<file path="src/rtl/fetch_controller.sv">
// Instruction fetch sequencer: drives a 1-cycle registered instruction memory and presents words to decode.
// Zero-bubble branch redirect; a decode stall re-issues the held address so data stays stable until accepted.
module fetch_controller #(
  parameter int ADDR_WIDTH  = 10,
  parameter int INSTR_WIDTH = 12,
  parameter int RESET_PC    = 0
) (
  input  logic                   clk,
  input  logic                   reset_fetch,
  input  logic                   start,
  input  logic                   halt_req,
  input  logic                   branch_valid,
  input  logic [ADDR_WIDTH-1:0]  branch_target,
  output logic [ADDR_WIDTH-1:0]  instruction_addr_pc,
  input  logic [INSTR_WIDTH-1:0] mem_instruction,
  output logic                   instr_valid,
  input  logic                   instr_ready,
  output logic [INSTR_WIDTH-1:0] instr_data,
  output logic [ADDR_WIDTH-1:0]  instr_pc,
  output logic                   fetch_busy,
  output logic [15:0]            fetch_count,
  output logic                   pc_wrapped
);

  localparam logic [1:0] IDLE = 2'd0;
  localparam logic [1:0] RUN  = 2'd1;
  localparam logic [1:0] HALT = 2'd2;

  localparam logic [ADDR_WIDTH-1:0] PC_RST = ADDR_WIDTH'(RESET_PC);
  localparam logic [ADDR_WIDTH-1:0] PC_TOP = '1;
  localparam logic [ADDR_WIDTH-1:0] PC_ONE = ADDR_WIDTH'(1);

  logic [1:0]            state;
  logic [ADDR_WIDTH-1:0] pc_fetch;
  logic [ADDR_WIDTH-1:0] pc_pending;
  logic                  pending_valid;

  logic                  running;
  logic                  stall;
  logic                  transfer;
  logic [ADDR_WIDTH-1:0] addr;
  logic [ADDR_WIDTH-1:0] addr_inc;

  assign running = (state == RUN);
  assign stall   = pending_valid & ~instr_ready;

  // Branch beats stall: a redirected stream drops the held word.
  always_comb begin
    addr = pc_fetch;
    if (running) begin
      if (branch_valid) begin
        addr = branch_target;
      end else if (stall) begin
        addr = pc_pending;
      end
    end
  end

  assign addr_inc            = addr + PC_ONE;
  assign instruction_addr_pc = addr;
  assign instr_valid         = running & pending_valid & ~branch_valid;
  assign transfer            = instr_valid & instr_ready;
  assign instr_data          = mem_instruction;
  assign instr_pc            = pc_pending;
  assign fetch_busy          = running;

  always_ff @(posedge clk) begin
    if (reset_fetch) begin
      state         <= IDLE;
      pc_fetch      <= PC_RST;
      pc_pending    <= PC_RST;
      pending_valid <= 1'b0;
      fetch_count   <= 16'd0;
      pc_wrapped    <= 1'b0;
    end else begin
      if (transfer && (fetch_count != 16'hFFFF)) begin
        fetch_count <= fetch_count + 16'd1;
      end
      case (state)
        RUN: begin
          if (halt_req) begin
            // Resume point is whatever would have been fetched this cycle.
            state         <= HALT;
            pending_valid <= 1'b0;
            pc_fetch      <= addr;
          end else begin
            pc_pending    <= addr;
            pending_valid <= 1'b1;
            pc_fetch      <= addr_inc;
            if (addr == PC_TOP) begin
              pc_wrapped <= 1'b1;
            end
          end
        end
        default: begin
          // Outside RUN addr is pc_fetch, so start issues the resume point directly.
          if (start) begin
            state         <= RUN;
            pc_pending    <= pc_fetch;
            pending_valid <= 1'b1;
            pc_fetch      <= addr_inc;
            if (pc_fetch == PC_TOP) begin
              pc_wrapped <= 1'b1;
            end
          end
        end
      endcase
    end
  end

endmodule

</file>
<file path="config.mk">
export PLATFORM = sky130hd
export DESIGN_NAME = fetch_controller
export DESIGN_NICKNAME = d
export VERILOG_FILES = /design/src/rtl/fetch_controller.sv
export SDC_FILE = /design/constraint.sdc
export NUM_CORES = 1
export LEC_CHECK = 0
export BUFFER_PORTS_ARGS = -buffer_cell sky130_fd_sc_hd__buf_2
export CELL_PAD_IN_SITES_DETAIL_PLACEMENT = 0
export CELL_PAD_IN_SITES_GLOBAL_PLACEMENT = 1
export CORE_MARGIN = 4
export CORE_UTILIZATION = 36
export DETAILED_ROUTE_END_ITERATION = 12
export GPL_ROUTABILITY_DRIVEN = 0
export PLACE_DENSITY = 0.76
export SKIP_LAST_GASP = 1
export SLEW_MARGIN = 20
export SYNTH_ARGS = -nofsm -noshare
export SYNTH_HDL_FRONTEND = slang
export SYNTH_SLANG_ARGS = --single-unit
</file>
<file path="constraint.sdc">
create_clock -name clk -period 2.3 [get_ports clk]
set_clock_uncertainty 0.05 [all_clocks]
set_input_delay 0 -clock clk [delete_from_list [all_inputs] [get_ports clk]]
set_output_delay 0 -clock clk [all_outputs]
set_load 0.1 [all_outputs]
</file>
==> flow_metrics.py <==
metrics = {
    "clock_network": {
        "worst_skew_pair.late_latency_ns": 0.30,
        "numCtsBuffers": 5,
        "clock_root_buffer": "clkbuf_8",
        "cts_max_level": 2,
        "number_of_sinks_on_the_clock_net": 40,
        "postCtsSetupBuffers": 0,
        "tritoncts": "done",
        "clk_transition_reported_paths_ns": 0.09,
        "max-clock-path-buffers": 2,
    },
    "logic_synthesis": {
        "seq_area_frac_synth_pct": 33.6,
        "yosysWarnings": 0,
        "synth_largest_area_cell": "dfxtp_1",
        "number_of_enable_type_register_cells_in_the_synthesized_netlist": 0,
        "mappedNetlistNets": 324,
        "synth_area_per_cell_um2": 8.09,
        "post-synth-top-count-cell": "nand2_1",
        "dominant_combinational_cell_family_by_area_after_synthesis": "simple AND/OR/NAND/NOR gates",
        "synth_common_cells": "nand2_1 (43), dfxtp_1 (40), nor2_1 (39)",
        "synth_top_cells_by_area": "dfxtp_1 (34%), nand2_1 (6.8%), nor2_1 (6.2%)",
        "synthDominantCellAreaShare_pct": 33.6,
        "synthesized_instance_count": 294,
        "synth-adder-area-share_pct": 1.05,
        "async_flop_share_pct": 0,
        "synth.distinct_cells": 47,
        "ys_dominant_reg_cell": "dfxtp_1",
        "netlist_area_mm2": 0.00238,
        "post_synthesis_compound_gate_area_fraction_pct": 18.2,
        "seq_cells_post_synth": 40,
        "synthesized_area_fraction_occupied_by_and_or_nand_nor_cells_pct": 26.7,
        "synthMuxAreaShare_pct": 6.10,
        "yosys.area_share.xor_xnor_pct": 6.99,
    },
    "pwr": {
        "switching_share_pct": 40.0,
        "cellLeakagePower_nw": 1.30,
        "power_share_of_the_sequential_group_pct": 34.9,
        "switchingPower_mw": 0.885,
        "logic_gate_share_of_total_power_pct": 37.1,
        "worst_ir_drop_vdd_mv": 0.421,
        "p_int_mw": 1.33,
        "power.density_cell_area_mw_per_mm2": 693,
        "clock_power_share_pct": 28.0,
        "fin_total_pwr_mw": 2.21,
    },
    "placed_design": {
        "placement.cell_area_mm2": 0.00292,
        "preCtsSetupSlack_ns": 0.200,
        "hpwlAfterDp_um": 4850,
        "port-buffer-count": 54,
    },
    "detailed_routing": {
        "drt_pass1_iterations": 4,
        "routed-wl-met2_um": 3220,
        "detail_route.wirelength.met1_um": 2930,
        "detail-route-antenna-nets": 0,
        "wl_per_cell_um": 15.2,
        "top_layer_used": "met4",
        "drc": 0,
        "dr.first_iter.drc_count": 111,
        "detail_route.wirelength_um": 6610,
        "dr_wl_met3_um": 384,
        "vias_per_cell": 5.31,
        "dr_total_vias": 2315,
    },
    "critical_path": {
        "timing.critical_path.required_ns": 2.46,
        "reg2reg_depth": 6,
        "crit_path_max_incr_delay_ns": 0.37,
        "crit_path_end_kind": "register",
        "crit_path_cell_trace": "nor2b_1 > o21a_4 > a2bb2oi_4 > nand4_4 > or3_1 > a311oi_1",
        "worst_setup_path_start_kind": "register",
        "critical_path_arrival_ns": 2.25,
        "r2r_end": "pc_fetch[7]$_SDFFE_PP0P_",
        "reg2reg_setup_slack_ns": 0.21,
        "cpMaxStageDelayCell": "or3_1",
        "r2r_start": "pending_valid$_SDFFE_PP0P_",
        "worstSetupEndpoint": "pc_fetch[7]$_SDFFE_PP0P_",
        "worst-path-max-fanout": 7,
        "timing.critical_path.from": "pending_valid$_SDFFE_PP0P_",
        "critical_path_class": "register to register",
    },
    "timing": {
        "slew_at_the_pin_closest_to_its_max_slew_limit_ns": 0.982,
        "fin_crit_sh_pct": 90.9,
        "timing.fmax_mhz": 478,
        "drv_slew": 0,
        "finalHoldWorstSlack_ns": 0.152,
        "setup_tns_ns": 0,
        "timing.slew.headroom_pct": 34.3,
        "rsz_0062_raised_after_global_routing": "no",
        "finalCriticalPeriod_ns": 2.09,
        "final-hold-violation-count": 0,
        "setup-violations-final": 0,
        "setup_ws_ns": 0.210,
    },
    "die": {
        "num_io_pins": 79,
        "fp.dieH_um": 89.3,
        "start_util_pct": 37.3,
        "rows": 29,
        "design.core.area_mm2": 0.00639,
        "die_w_um": 89.3,
        "die-area_mm2": 0.00798,
    },
    "min_path": {
        "holdCritPathClass": "primary input to register",
    },
    "global_route": {
        "via_count_of_the_first_global_routing_pass": 2207,
        "grt_first_pass_wirelength_um": 10800,
        "grt_max_degree": 41,
        "grt_antenna_before_repair": 0,
        "grt_usage_pct": 17.5,
        "globalRoute.totalOverflow": 0,
    },
    "outcome": {
        "outcome": "complete, no violations",
    },
    "final_layout": {
        "antenna_cells": 0,
        "synthToLayoutAreaGrowth_pct": 34.2,
        "post_layout_inst_area_mm2": 0.00319,
        "layout.filler_cells": 620,
        "finish.net_count": 388,
        "layout-drive-gt1-share_pct": 33.7,
    },
    "flow_run": {
        "count_of_max_cap_constraint_violations": 0,
    },
}
[metrics by stage]
step                std cells  utilization (%)
detailed placement        413             45.7
global route              436             50.0
CTS                       436             50.0
finish                    436             50.0
global placement          413             45.7
floorplan                 294                -
[power by group through the flow]
stage	Clock [mW]	Combinational, mW	Sequential [mW]
after floorplan	0	0.532	0.872
after global placement	0	0.719	0.788
after detailed placement	0	0.720	0.788
after CTS	0.644	0.825	0.772
after global routing	0.682	0.862	0.780
final	0.620	0.821	0.773
[per-layer routing]
layer	vias to the layer above	track usage, %
met1	1076	23.2
met3	9	4.06
met5	-	0
met2	72	28.6
met4	0	4.87
li1	1158	-
[registers in the layout, summed over array words and instances (netlist names)]
signal         count
fetch_count       16
instr_pc          10
pc_fetch          10
state              2
pc_wrapped         1
pending_valid      1
[worst min path at each step]
stage / slack [ns] / start / end / cells past startpoint
after floorplan: 0.05 / halt_req / state[0]$_SDFFE_PP0P_ / 1
after global placement: -0.05 / mem_instruction[0] / instr_data[0] / 0
after detailed placement: -0.05 / mem_instruction[0] / instr_data[0] / 0
after CTS: 0.15 / branch_target[0] / pc_fetch[0]$_SDFFE_PP0P_ / 5
after global routing: 0.19 / instr_ready / fetch_count[12]$_SDFFE_PP0P_ / 5
final: 0.15 / branch_target[0] / pc_fetch[0]$_SDFFE_PP0P_ / 5
[critical path: cells and delay by family (launching register included)]
kind               cells  cell delay (ns)
and+or+nand+nor        3             0.84
AOI/OAI and AO/OA      3             0.79
DFF                    1             0.33
[cell usage in the layout, fill, tap and decap left out, types with 13 or more instances in the layout]
| master | count |
|---|---|
| a21oi_1 | 14 |
| buf_2 | 45 |
| buf_4 | 13 |
| dfxtp_1 | 15 |
| dfxtp_2 | 23 |
| dlygate4sd3_1 | 15 |
| nand2_1 | 42 |
| nand3_1 | 14 |
| nor2_1 | 39 |
| xor2_1 | 13 |
[cells by family (layout without fill, tap and decap cells)]
logic type / Yosys count / in the layout
buffers and inverters: 28 / 93
XOR/XNOR: 19 / 19
flip-flops: 40 / 40
AND/OR/NAND/NOR: 133 / 133
AO/OA/AOI/OAI: 58 / 58
adder cells (fa/ha/maj): 2 / 2
multiplexers: 14 / 14
[what timing repair did]
| item | CTS | global route |
|---|---|---|
| hold buffers | 15 | 0 |
| hold endpoints to repair | 14 | 0 |
| gates resized for setup | 0 | 1 |
| endpoints found under the setup margin | 0 | 1 |
[area by class of cell]
cell class              count  area, µm²  area share [%]
clock buffers               6       82.6            2.59
clock inverters             2       38.8            1.21
inverters                   3       11.3           0.353
multi-input cells         226       1490            46.6
flip-flops and latches     40        837            26.2
well taps                  77       96.3            3.02
repair buffers             82        641            20.1
(Power assumes the default switching activity.)
